==> src/rtl/uart_rx_deser_param.sv <==
// ---------------------------------------------------------------------------
// uart_rx_deser_param
//
// Purpose:
//   UART RX deserializer sitting between the data sampler and the RX FSM.
//   Collects majority-voted bits, one per oversampled bit period, into a
//   parallel word. The frame length (5..DATA_WIDTH) and bit order (LSB- or
//   MSB-first) are taken at run time and held constant for the whole frame.
//   A completed frame is published on P_DATA together with a one-cycle
//   data_valid strobe.
//
// Optional feature:
//   UART_DESER_PARITY_EN - when defined, adds the par_calc output, which
//   holds the XOR of the last completed word and is updated alongside P_DATA.
//
// Ports:
//   CLK          in   system clock, rising edge
//   RST          in   asynchronous reset, active-low
//   deser_en     in   data phase enable from the RX FSM
//   sampled_bit  in   majority-voted bit from the data sampler
//   edge_cnt     in   oversampling edge counter within the current bit
//   prescale     in   oversampling ratio (edges per bit)
//   data_len     in   data bits per frame (clamped to DATA_WIDTH if illegal)
//   msb_first    in   0: LSB first, 1: MSB first
//   P_DATA       out  last completed word, unused upper bits zero
//   data_valid   out  one-cycle strobe when P_DATA is updated
//   busy         out  frame in progress
//   par_calc     out  XOR of last completed word (UART_DESER_PARITY_EN only)
// ---------------------------------------------------------------------------
module uart_rx_deser_param #(
  parameter int DATA_WIDTH = 8,
  parameter int PRESCALE_W = 6,
  parameter int LEN_W      = 4
) (
  input  logic                  CLK,
  input  logic                  RST,
  input  logic                  deser_en,
  input  logic                  sampled_bit,
  input  logic [PRESCALE_W-1:0] edge_cnt,
  input  logic [PRESCALE_W-1:0] prescale,
  input  logic [LEN_W-1:0]      data_len,
  input  logic                  msb_first,
  output logic [DATA_WIDTH-1:0] P_DATA,
  output logic                  data_valid,
  output logic                  busy
`ifdef UART_DESER_PARITY_EN
  ,
  output logic                  par_calc
`endif
);

  logic [DATA_WIDTH-1:0] asm_q;
  logic [DATA_WIDTH-1:0] asm_next;
  logic [LEN_W-1:0]      bit_cnt;
  logic [LEN_W-1:0]      len_q;
  logic [LEN_W-1:0]      len_clamped;
  logic [LEN_W-1:0]      cur_len;
  logic [LEN_W-1:0]      last_idx;
  logic [LEN_W-1:0]      bit_idx;
  logic                  msb_q;
  logic                  cur_msb;
  logic                  cap;
  logic                  frame_done;

  // The first bit of a frame has to be placed using the live data_len and
  // msb_first, because the latched copies only become valid after that edge.
  // Every later bit uses the latched copies so mid-frame changes are ignored.
  always_comb begin
    cap = deser_en && (prescale != '0) && (edge_cnt == prescale - PRESCALE_W'(1));

    if ((data_len < LEN_W'(5)) || (data_len > LEN_W'(DATA_WIDTH)))
      len_clamped = LEN_W'(DATA_WIDTH);
    else
      len_clamped = data_len;

    cur_len  = (bit_cnt == '0) ? len_clamped : len_q;
    cur_msb  = (bit_cnt == '0) ? msb_first   : msb_q;
    last_idx = cur_len - LEN_W'(1);
    bit_idx  = cur_msb ? (last_idx - bit_cnt) : bit_cnt;

    // Drop the incoming bit into its slot and keep everything at or above
    // the frame length at zero so short frames read back zero-extended.
    asm_next = asm_q;
    for (int i = 0; i < DATA_WIDTH; i++) begin
      if (LEN_W'(i) == bit_idx)
        asm_next[i] = sampled_bit;
      if (LEN_W'(i) >= cur_len)
        asm_next[i] = 1'b0;
    end

    frame_done = cap && (bit_cnt == last_idx);
  end

  // Bit counter, assembly register and output registers. busy is updated
  // together with bit_cnt so it always equals (bit_cnt != 0) without lag.
  // The assembly register is cleared on completion and on abort so each
  // frame starts from an all-zero word.
  always_ff @(posedge CLK or negedge RST) begin
    if (!RST) begin
      asm_q      <= '0;
      bit_cnt    <= '0;
      len_q      <= LEN_W'(DATA_WIDTH);
      msb_q      <= 1'b0;
      P_DATA     <= '0;
      data_valid <= 1'b0;
      busy       <= 1'b0;
`ifdef UART_DESER_PARITY_EN
      par_calc   <= 1'b0;
`endif
    end else begin
      data_valid <= 1'b0;
      if (cap) begin
        if (bit_cnt == '0) begin
          len_q <= len_clamped;
          msb_q <= msb_first;
        end
        if (frame_done) begin
          bit_cnt    <= '0;
          asm_q      <= '0;
          P_DATA     <= asm_next;
          data_valid <= 1'b1;
          busy       <= 1'b0;
`ifdef UART_DESER_PARITY_EN
          par_calc   <= ^asm_next;
`endif
        end else begin
          bit_cnt <= bit_cnt + LEN_W'(1);
          asm_q   <= asm_next;
          busy    <= 1'b1;
        end
      end else if (!deser_en && (bit_cnt != '0)) begin
        bit_cnt <= '0;
        asm_q   <= '0;
        busy    <= 1'b0;
      end
    end
  end

endmodule
==> config.mk <==
export PLATFORM = sky130hd
export DESIGN_NAME = uart_rx_deser_param
export DESIGN_NICKNAME = d
export VERILOG_FILES = /design/src/rtl/uart_rx_deser_param.sv
export SDC_FILE = /design/constraint.sdc
export NUM_CORES = 1
export LEC_CHECK = 0
export BUFFER_PORTS_ARGS = -buffer_cell sky130_fd_sc_hd__buf_2
export CORE_MARGIN = 3
export CORE_UTILIZATION = 56
export CTS_BUF_LIST = sky130_fd_sc_hd__clkbuf_16
export DETAILED_ROUTE_END_ITERATION = 12
export GPL_ROUTABILITY_DRIVEN = 0
export GPL_TIMING_DRIVEN = 0
export PLACE_DENSITY = 0.79
export RECOVER_POWER = 50
export SLEW_MARGIN = 10
export SYNTH_ARGS = -nofsm -noshare
export SYNTH_HDL_FRONTEND = slang
export SYNTH_SLANG_ARGS = --single-unit
==> constraint.sdc <==
create_clock -name CLK -period 4.4 [get_ports CLK]
set_clock_uncertainty 0.1 [all_clocks]
set_input_delay 0.22 -clock CLK [delete_from_list [all_inputs] [get_ports CLK]]
set_output_delay 0.22 -clock CLK [all_outputs]
set_load 0.005 [all_outputs]
# Yosys cells after proc, flatten, opt, wreduce, memory -nomap -nowiden
# Cells that the tools add are included.
dict set report totals {
  register_bits 27
  latchBits 0
  mem_bits_rw 0
  rom_bits 0
  output_inout_bits 10
  memories 0
}
dict set report op_classes {
  n_addsub 4
  multipliers 0
  div_mod_pow 0
  n_lt_le_gt_ge 10
  eq_ne 9
  shifts 0
  n_mux 31
  n_bitwise 0
  n_reduce_logical 12
}
# cell count
set op_table {}
lappend op_table {{two-way mux 4 bit} 6}
lappend op_table {{two-way mux 8 bit} 3}
lappend op_table {{two-way mux 1 bit} 22}
lappend op_table {{== test 3 x 4 -> 1 bit, first input constant} 4}
lappend op_table {{greater-or-equal comparator 3 x 4 -> 1 bit, first input constant} 4}
lappend op_table {{== test 2 x 4 -> 1 bit, first input constant} 2}
lappend op_table {{greater-or-equal comparator 1 x 4 -> 1 bit, first input constant} 2}
lappend op_table {{greater-or-equal comparator 2 x 4 -> 1 bit, first input constant} 2}
lappend op_table {{logical NOT 4 bit} 2}
lappend op_table {{== test 6 bit} 1}
lappend op_table {{nonzero test 6 bit} 1}
lappend op_table {{subtractor 6 x 1 -> 6 bit, second input constant} 1}
lappend op_table {{adder 4 x 1 -> 4 bit, second input constant} 1}
lappend op_table {{== test 1 x 4 -> 1 bit, first input constant} 1}
lappend op_table {{== test 4 bit} 1}
lappend op_table {{greater-than comparator 4 bit, second input constant} 1}
lappend op_table {{logical AND 1 bit} 4}
lappend op_table {{< comparator 4 x 3 -> 1 bit, second input constant} 1}
lappend op_table {{nonzero test 4 bit} 1}
lappend op_table {{subtractor 4 x 1 -> 4 bit, second input constant} 1}
lappend op_table {{subtractor 4 bit} 1}
lappend op_table {{AND reduction 2 bit} 1}
lappend op_table {{nonzero test 2 bit} 1}
lappend op_table {{logical NOT 1 bit} 1}
lappend op_table {{logical OR 1 bit} 1}

# Longest topological paths before layout
# Gate-level depths: netlist (run 1).
dict set report logic_depth {
  ltp_word 12
  depth_mapped 16
}

# Worst setup path before layout (run 1)
# No wires, ideal clock.
dict set report synth_timing {
  path_type {reg-to-reg}
  from {register bit_cnt[0]}
  to {register asm_q[3]}
  arrival_ps 3761
  path_slack_ps 470
  path_stages_with_launch 16
  path_cell_list {dfrtp_1 inv_1 ha_1 nor3b_1 and3_1 a21o_1 inv_1 ha_1 xnor2_1 ha_1 o21ai_0 and3_1 mux2_2 or3b_4 or4b_1 nand3_1}
}
dict set report synth_via {
  elab_chain_cells 10
  word_cells_on_any_way 17
  cone_classes {2 x add/sub; 1 x order compare; 2 x eq/ne; 7 x mux; 5 x reduce/logical}
}
# element line
set synth_rtl {}
lappend synth_rtl {{from (decl)} 54} ;# logic [LEN_W-1:0] bit_cnt;
lappend synth_rtl {{from (signal assigned)} 127} ;# bit_cnt <= bit_cnt + LEN_W'(1);
lappend synth_rtl {{logical NOT 4 bit *} 76} ;# cur_len = (bit_cnt == '0) ? len_clamped : len_q;
lappend synth_rtl {{two-way mux 4 bit *} n/a}
lappend synth_rtl {{named net cur_len[0]} 57} ;# logic [LEN_W-1:0] cur_len;
lappend synth_rtl {{subtractor 4 x 1 -> 4 bit} 78} ;# last_idx = cur_len - LEN_W'(1);
lappend synth_rtl {{subtractor 4 bit} 79} ;# bit_idx = cur_msb ? (last_idx - bit_cnt) : bit_cnt;
lappend synth_rtl {{two-way mux 4 bit} 79}
lappend synth_rtl {{== test 2 x 4 -> 1 bit} 85} ;# if (LEN_W'(i) == bit_idx)
lappend synth_rtl {{two-way mux 1 bit} 85}
lappend synth_rtl {{two-way mux 1 bit} 87} ;# if (LEN_W'(i) >= cur_len)
lappend synth_rtl {{two-way mux 8 bit *} 117} ;# if (frame_done) begin
lappend synth_rtl {{two-way mux 8 bit *} 112} ;# if (cap) begin
lappend synth_rtl {{to (signal assigned)} 128} ;# asm_q <= asm_next;
lappend synth_rtl {{to (decl)} 52} ;# logic [DATA_WIDTH-1:0] asm_q;
# The timed path passes the listed nets; every way through them passes the cells marked *.
# A chain may end at the register's enable or synchronous reset.

# Final worst setup path (run 1)
dict set report layout_timing {
  from {register bit_cnt[1]}
  to {register asm_q[3]}
}
# Same word-level chain as after synthesis.

==> metrics, run 1 <==
initial core utilization=59.8%; Max Freq=between 0.2 and 0.25 GHz; Req. time, crit path=4.50 ns; Max clock buf depth=2; share of the synthesized area in the top cell type=between 30% and 40%; maximum VDD drop=0.000287 V; Crit Reg-Reg Startpoint=bit_cnt[1]; initial antenna violation count=0; Post-Synth XOR/XNOR Area=4.72%; critical path fanouts, max=10; leading cell type in the layout, fill and taps excluded=buf_2; Num CTS Buffers=3; Ys Warns=0; synthesized area=2040 um2; CP Class=reg -> reg; Final Max Tran Viols=0; Worst Hold End=len_q[2]; Main synth FF type=dfrtp_1; DR vias/cell=5.92; Post-Syn Instances=233; design area=2360 um2; critical path buffer and inverter count=3; post-route core utilization=roughly 69%; Total Power=0.993 mW; Reg2Reg Depth=15; EDFF count, synth=0; first-pass GRT wire length=slightly below 8000 um; Die X=66.4 um; commonest non-fill, non-tap cells in the layout=buf_2, dfrtp_1, nand2_1, inv_1, clkbuf_1; CTS tree=done; largest family of logic cells by synthesized area=simple AND/OR/NAND/NOR gates; Die Ht=between 60 and 70 um; adder-cell share of the synthesized area=under 10%; Final Hold Viols=0; Distinct cells, synth=48; syn_nets=266; fraction of layout cells with a size suffix above 1=around 17%; Final period util=95.7%; DRC Markers=0; clock latency on the worst-skew pair=0.27 ns; largest net degree at the start of global routing=28; post-detail-place hpwl=3530 um; Worst-path clk slew=0.07 ns; # H-tree levels=1; capturing point of the worst reg2reg path=asm_q[3]; compound-gate portion of the synthesized area=a little under a fifth; Min Hold Slack=0.198 ns; # diodes=0; flops & latches, synth=27; Syn Area/Cell=8.77 um2; area share of and/or/nand/nor cells after synthesis=24.8%; mux contribution to synthesized area=around 6.1%; hold_sp=data_len[3]; most frequent CP cell=ha_1; dominant cell type by area after synthesis=dfrtp_1; relative slew slack=approximately 2.7%; class of the worst hold path=in -> reg; CORE AREA=3420 um2; drt first pass iters=4; post-route ant nets=0; drt total wl=about 4600 um; slowest stage delay, CP=0.48 ns; area grow syn2layout=15.6%; average wire per standard cell=between 10 and 15 um; max-cap viol count=0; Final Setup Violations=0; r2r setup slk=approximately 0.19 ns; Worst setup SP type=flop; worst-path cell chain=inv_1 -> ha_1 -> or3b_4 -> buf_6 -> a21o_1 -> ha_1 -> inv_1 -> ha_1 -> nor2b_1 -> o21ai_0 -> a21oi_1 -> mux2_2 -> or3b_4 -> or4b_1 -> nand3_1; io pins=31; Pleak=1.12 nW; Cell Pwr Density=between 400 and 500 nW/um2; Placed Area=2250 um2; GRT overflow=0; clk sinks=27; largest cells by area after synthesis=dfrtp_1, ha_1, mux2i_1; Worst Hold Depth=4; PortBufs=30; total track usage=a little under a quarter; status=finished, final reports clean; critical path data arrival time=4.31 ns; sequential element share of the synthesized area=33.1%; Worst-Margin Slew=1.46 ns; die area=4410 um2; via count=1865; Final #Nets=303; Iteration-0 DRC Markers=158; minimum clock period=4.21 ns; number of global-route vias before repair=1737; Critical Path Sink Type=flop; Row Count=21; CP delay by family, top=simple AND/OR/NAND/NOR gates; root buf cell=clkbuf_16; asr flop ratio synth=100%; slowest CP cell=or4b_1
[flip-flops by register name, indices dropped and copies added, names as in the netlist]
register,flops
len_q,4
data_valid,1
P_DATA,8
busy,1
asm_q,8
msb_q,1
bit_cnt,4
[cell families after synthesis]
group / after synthesis
flip-flops: 27
adder cells (fa/ha/maj): 12
AO/OA/AOI/OAI: 56
multiplexers: 12
XOR/XNOR: 11
buffers and inverters: 25
AND/OR/NAND/NOR: 90
[area by class of cell]
cell class | instances | area [um2]
buffer | 9 | 48.8
clock buffer | 3 | 75.1
clock inverter | 1 | 7.51
fill | 301 | 1050
inverter | 16 | 60.1
multi-input combinational | 181 | 1270
sequential | 27 | 678
tap | 46 | 57.6
timing repair buffer | 32 | 163
[Yosys cell counts (all sizes together) (3+ instances only)]
cell type,number
nand4,4
mux2i,9
dfrtp,26
nor3,6
a31oi,5
o31ai,10
inv,16
ha,11
and3,5
nand2b,7
a21oi,10
nand4b,4
and2,4
xnor2,7
nor2,9
clkbuf,7
or3,3
nand3,9
a21o,5
nor3b,3
nand2,22
nor2b,5
xor2,4
o21ai,15
mux2,3
[worst max-delay path by stage]
stage                    start  endpoint  slack (ns)  cells past startpoint
floorplan           bit_cnt[0]  asm_q[3]        0.47                     15
global placement    bit_cnt[0]  asm_q[3]       -0.02                     15
detailed placement  bit_cnt[0]  asm_q[3]       -0.12                     15
CTS                 bit_cnt[0]  asm_q[3]        0.07                     15
global route        bit_cnt[1]  asm_q[3]     -0.0003                     15
finish              bit_cnt[1]  asm_q[3]        0.19                     15
[stage by stage]
step	setup WS, ns	std cells	TNS (ns)
2_1_floorplan	0.470	233	0
3_3_place_gp	-0.0185	309	-0.0185
3_5_place_dp	-0.125	309	-0.125
4_1_cts	0.0689	314	0
5_1_grt	-0.000275	315	-0.000275
6_report	0.189	315	0
[worst min-delay path, stage by stage]
cell,delay (ns)
buf_2,0.07
nor2b_1,0.05
o21ai_0,0.11
o31ai_1,0.07
[power breakdown]
part | total (mW) | internal [mW] | switching [mW]
combinational | 0.474 | 0.199 | 0.274
clock | 0.214 | 0.124 | 0.0905
sequential | 0.305 | 0.273 | 0.0315
total | 0.993 | 0.596 | 0.396
[layer usage]
layer | vias up | GRT usage (%) | wire (um)
met5 | - | 0 | 0
met4 | 0 | 8.38 | 82
met3 | 9 | 2.89 | 173
met2 | 42 | 36.6 | 2150
met1 | 887 | 32.3 | 2210
li1 | 927 | - | -
[repair_timing]
item                                    CTS  global route
pin swaps                                 0             1
buffers inserted                          0             1
hold buffers                              1             0
endpoints found under the setup margin    3             6
gates resized for setup                   1             4
hold endpoints to repair                 26             0
Power figures use the tool's default switching activity.
==> run 2: changes to the inputs <==
Settings changed: ABC_AREA set to 1.
==> metrics, run 2 <==
PortBufs=29 (-3.3%); Logic pwr share=63.2% (+15 points); Total Power=1.40 mW (+41%); io pins=31 (unchanged); Max clock buf depth=2 (unchanged); post-detail-place hpwl=3280 um (-7.1%); die area=4290 um2 (-2.7%); Critical Path Sink Type=flop; critical path fanouts, max=8 (-2); largest cells by area after synthesis=dfrtp_1, nand2_1, ha_1; Sw Share=50.9% (+11 points); share of the synthesized area in the top cell type=32.8% (+0.96 points); CTS tree=done; Die Ht=65.5 um (-1.3%); Synth top cells by count=nand2_1, inv_1, dfrtp_1; placed insts=342 (+11%); clk sinks=27 (unchanged); Cell Pwr Density=616 nW/um2 (+47%); internal power=0.687 mW (+15%); flops & latches, synth=27 (unchanged); sequential element share of the synthesized area=34.1% (+1.0 points); Final Hold Viols=0 (unchanged); post-route ant nets=0 (unchanged); commonest non-fill, non-tap cells in the layout=nand2_1, inv_1, dfrtp_1, buf_2, nand3_1; clock latency on the worst-skew pair=0.26 ns (about the same); dominant cell type by area after synthesis=dfrtp_1; initial core utilization=61.9% (+2.1 points); met2 WL post-DR=1990 um (-7.3%); Placed Area=2180 um2 (-3.0%); drt total wl=4300 um (-6.7%); Worst-path clk slew=0.07 ns (about the same); Worst setup SP type=flop; first-pass GRT wire length=7490 um (-5.3%); DR vias/cell=5.23 (-12%); Sw Pwr=0.713 mW (+80%); leading cell type in the layout, fill and taps excluded=nand2_1; root buf cell=clkbuf_16; via count=1814 (-2.7%); number of global-route vias before repair=1680 (-3.3%); synthesized area=1980 um2 (-2.9%); setup ws final=1.03 ns (+0.836 ns); minimum clock period=3.37 ns (-0.836 ns); critical path data arrival time=3.43 ns (-0.88 ns); DR top layer=met4; Pleak=1.27 nW (+13%); Ys Warns=0 (unchanged); area grow syn2layout=14.6%; CP Class=reg -> reg; EDFF count, synth=0 (unchanged); Final period util=76.7% (-19 points); # diodes=0 (unchanged); Max Freq=0.296 GHz (+25%); fraction of layout cells with a size suffix above 1=19.5% (+2.0 points); design area=2270 um2 (-3.8%); Syn Area/Cell=7.37 um2 (-16%); total track usage=22.3% (-0.80 points); Largest regs=P_DATA (8), asm_q (8); Clock Power Share=14.7% (-6.9 points); Die X=65.5 um (-1.3%); relative slew slack=0.569% (-2.1 points); Layout Cells excl Fill=347 (+10%); Main synth FF type=dfrtp_1; Worst-Margin Slew=1.49 ns (+0.0313 ns); syn_nets=302 (+14%); Distinct cells, synth=29 (-40%); CORE AREA=3200 um2 (-6.2%); initial antenna violation count=0 (unchanged); status=finished, final reports clean; average wire per standard cell=12.4 um (-15%); Final Max Tran Viols=0 (unchanged); drt first pass iters=4 (unchanged); Routed met3 length=184 um (+6.4%); count leader, synth=nand2_1; class of the worst hold path=in -> reg; DP Worst Slack=1.04 ns (+1.17 ns); DRC Markers=0 (unchanged); Final #Nets=337 (+11%); max-cap viol count=0 (unchanged); routed length on met1=2080 um (-6.0%); Post-Syn Instances=269 (+15%); largest net degree at the start of global routing=28 (unchanged); RSZ-0062 raised after global routing=false; maximum VDD drop=0.000379 V (+32%); Req. time, crit path=4.45 ns (-0.05 ns); Reg power frac=22.1% (-8.6 points); GRT overflow=0 (unchanged); Iteration-0 DRC Markers=119 (-25%); Num CTS Buffers=3 (unchanged); Row Count=20 (-4.8%); # H-tree levels=1 (unchanged); asr flop ratio synth=100% (unchanged); final setup TNS=0 ns (unchanged); Final Setup Violations=0 (unchanged)
-- run 2: cell count changes in the layout (fill, tap and decap cells not counted), sizes merged, moves of 6 or more --
| cell | previous run | this run |
|---|---|---|
| inv | 16 | 34 |
| nand2 | 22 | 98 |
| clkbuf | 14 | 8 |
| o31ai | 10 | 0 |
| nand2b | 7 | 0 |
| mux2i | 9 | 0 |
| a21oi | 10 | 1 |
| nand3 | 9 | 27 |
| nand4 | 4 | 17 |
-- run 2: cell families after synthesis --
group           count (synthesis)  share of synthesized area [%]
compound gates                 26                           7.70
xor+xnor                       10                           4.42
fa+ha+maj                      12                           7.95
buf+inv                        36                           6.81
flops                          27                           34.1
simple gates                  158                           39.0
-- run 2: path summary, 6_finish.rpt --
kind / start / cells after the start / slack (ns) / end
setup / recovery: bit_cnt[1] / 20 / 1.03 / asm_q[5]
min in group asynchronous: RST / 2 / 0.77 / asm_q[2]
hold / removal: deser_en / 3 / 0.22 / bit_cnt[2]
hold reg to reg: busy / 2 / 0.37 / busy
max in group asynchronous: RST / 2 / 2.56 / P_DATA[2]
setup reg to reg: bit_cnt[1] / 20 / 1.03 / asm_q[5]
-- run 2: area by class of cell --
class	count	area (um2)
sequential	27	677
multi-input combinational	206	1170
buffer	2	7.51
fill	273	931
timing repair buffer	30	151
tap	44	55.1
clock buffer	3	75.1
inverter	34	128
clock inverter	1	7.51
-- run 2: per-stage QoR --
stage                     utilization [%]  hold WS [ns]
final                                70.9         0.215
after global routing                 70.9         0.237
after CTS                            71.1         0.217
after detailed placement             68.2         0.168
after global placement               68.2         0.163
after floorplan                         -        -0.176
-- run 2: critical path, stage by stage, from the launching register on --
cell and delay, ns:
dfrtp_1 0.43, inv_1 0.15, ha_1 0.24, nand2_2 0.08
nor2_4 0.15, nand2_1 0.10, nand2_2 0.14, ha_1 0.24
xor2_1 0.18, inv_1 0.06, ha_1 0.36, a31oi_1 0.20
nand2_1 0.12, inv_1 0.09, nand3_1 0.10, nand3_2 0.16
nand4_1 0.11, nand2_1 0.08, nand2_1 0.06, nand3_1 0.07
nand2_1 0.05
-- run 2: metal layers --
| metal | vias up | GRT usage (%) |
|---|---|---|
| li1 | 950 | - |
| met1 | 811 | 31.0 |
| met2 | 47 | 36.2 |
| met3 | 6 | 3.93 |
| met4 | 0 | 5.44 |
| met5 | - | 0 |
-- run 2: timing repair --
action / CTS / global route
gates resized for setup: 0 / 0
endpoints found under the hold margin: 26 / 0
hold buffers: 1 / 0
buffers inserted: 0 / 0
-- run 2: power by group through the flow --
stage	sequential, mW	combinational [mW]	clock, mW
6_report	0.310	0.884	0.206
4_1_cts	0.310	0.879	0.210
3_5_place_dp	0.314	0.869	0
3_3_place_gp	0.313	0.843	0
2_1_floorplan	0.309	0.701	0
5_1_grt	0.315	0.999	0.219
==> run 3: changes to the inputs <==
Clock period 4.4 ns to 3.3 ns, I/O delays scaled along.
==> metrics, run 3 (synthesized netlist as in run 2, its figures left out) <==
largest net degree at the start of global routing=28 (unchanged); post-route ant nets=0 (unchanged); max-cap viol count=0 (unchanged); relative slew slack=1.35% (+0.78 points); DRC Markers=0 (unchanged); Worst-Margin Slew=1.48 ns (-0.0117 ns); total track usage=22.3% (-0.036 points); # diodes=0 (unchanged); GRT overflow=0 (unchanged); Worst setup SP type=flop; Sw Share=50.8% (-0.10 points); Iteration-0 DRC Markers=121 (+1.7%); initial antenna violation count=0 (unchanged); Final Hold Viols=0 (unchanged); CP Class=reg -> reg; Req. time, crit path=3.40 ns (-1.05 ns); Total Power=2.04 mW (+46%); io pins=31 (unchanged); Max clock buf depth=2 (unchanged); critical path data arrival time=3.24 ns (-0.19 ns); Layout Cells excl Fill=351 (+1.2%); Num CTS Buffers=3 (unchanged); CTS tree=done; via count=1851 (+2.0%); average wire per standard cell=12.7 um (+2.7%); Final Setup Violations=0 (unchanged); critical path fanouts, max=8 (unchanged); maximum VDD drop=0.000568 V (+50%); initial core utilization=61.9% (unchanged); Cell Pwr Density=861 nW/um2 (+40%); internal power=1.00 mW (+46%); Die X=65.5 um (unchanged); number of global-route vias before repair=1680 (unchanged); post-detail-place hpwl=3280 um (unchanged); PortBufs=29 (unchanged); placed insts=342 (unchanged); Clock Power Share=13.5% (-1.2 points); Final period util=95.1% (+18 points); first-pass GRT wire length=7480 um (about the same); clk sinks=27 (unchanged); leading cell type in the layout, fill and taps excluded=nand2_1; minimum clock period=3.14 ns (-0.237 ns); drt first pass iters=4 (unchanged); drt total wl=4470 um (+3.9%); Logic pwr share=66.4% (+3.2 points); # H-tree levels=1 (unchanged); DR vias/cell=5.27 (+0.88%); Worst-path clk slew=0.07 ns (about the same); Sw Pwr=1.04 mW (+45%); root buf cell=clkbuf_16; class of the worst hold path=in -> reg; Pleak=1.29 nW (+1.8%); Final #Nets=341 (+1.2%); area grow syn2layout=19.4%; clock latency on the worst-skew pair=0.26 ns (about the same); die area=4290 um2 (unchanged); status=finished, final reports clean; CORE AREA=3200 um2 (unchanged); commonest non-fill, non-tap cells in the layout=nand2_1, buf_2, dfrtp_1, inv_1, nand3_1; Reg power frac=20.1% (-2.0 points); Largest regs=P_DATA (8), asm_q (8); fraction of layout cells with a size suffix above 1=24.4% (+5.0 points); Final Max Tran Viols=0 (unchanged); Die Ht=65.5 um (unchanged); Max Freq=0.319 GHz (+7.5%); Critical Path Sink Type=flop; Row Count=20 (unchanged)
run 3: cell count changes in the layout (fill, tap and decap cells not counted), sizes merged:
| cell | before | now |
|---|---|---|
| buf | 26 | 30 |
run 3: final cells by class:
class / instances / area, um2
buffer: 2 / 7.51
timing repair buffer: 34 / 181
clock buffer: 3 / 75.1
sequential: 27 / 679
tap: 44 / 55.1
multi-input combinational: 206 / 1230
clock inverter: 1 / 7.51
fill: 253 / 836
inverter: 34 / 130
run 3: path summary, 6_finish.rpt:
kind                            startpoint    endpoint  slack (ns)  cells past startpoint
worst max register to register  bit_cnt[1]    asm_q[5]        0.16                     20
worst min register to register        busy        busy        0.37                      2
worst min-delay path              deser_en  bit_cnt[2]        0.17                      3
min in group asynchronous              RST       msb_q        0.71                      2
worst max-delay path            bit_cnt[1]    asm_q[5]        0.16                     20
max in group asynchronous              RST  bit_cnt[0]        1.42                      2
run 3: timing repair:
item,in CTS,in global routing
setup endpoints to repair,16,16
buffers inserted,0,4
pin swaps,0,4
hold endpoints to repair,26,0
cloned,0,0
resized for setup,4,14
hold buffers,1,0
run 3: layer usage:
metal  share of wire (%)  GRT usage (%)  vias up
li1                    -              -      957
met1                  47           30.9      841
met2                  47           36.2       47
met3                 5.1           3.93        6
met4                 1.1           5.44        0
met5                   0              0        -
run 3: critical path: stages (launching register included):
cell and delay, ns:
dfrtp_2 0.45, inv_4 0.09, ha_4 0.14, nand2_2 0.07, nor2_4 0.18, nand2_1 0.11
nand2_4 0.11, ha_2 0.21, xor2_1 0.18, inv_1 0.06, ha_2 0.38, a31oi_1 0.11
nand2_1 0.13, inv_1 0.08, nand2_1 0.07, nand3_1 0.10, nand2_4 0.13, nand4_1 0.12
nand2_1 0.12, nand3_1 0.07, nand2_1 0.07
run 3: metrics by stage:
step,util [%],area (um2),setup slack (ns),TNS [ns],hold slack [ns]
6_report,73.9,2370,0.162,0,0.169
5_1_grt,73.9,2370,-0.0504,-0.381,0.183
4_1_cts,71.3,2280,0.0118,0,0.162
3_5_place_dp,68.2,2180,-0.0561,-0.670,0.113
3_3_place_gp,68.2,2180,0.0341,0,0.108
2_1_floorplan,-,1980,0.351,0,-0.231
run 3: power groups by stage:
stage                     logic, mW  registers (mW)  clock network, mW
after floorplan               0.935           0.412                  0
after global placement         1.12           0.418                  0
after detailed placement       1.16           0.419                  0
after CTS                      1.18           0.414              0.281
after global routing           1.51           0.416              0.292
final                          1.35           0.410              0.275
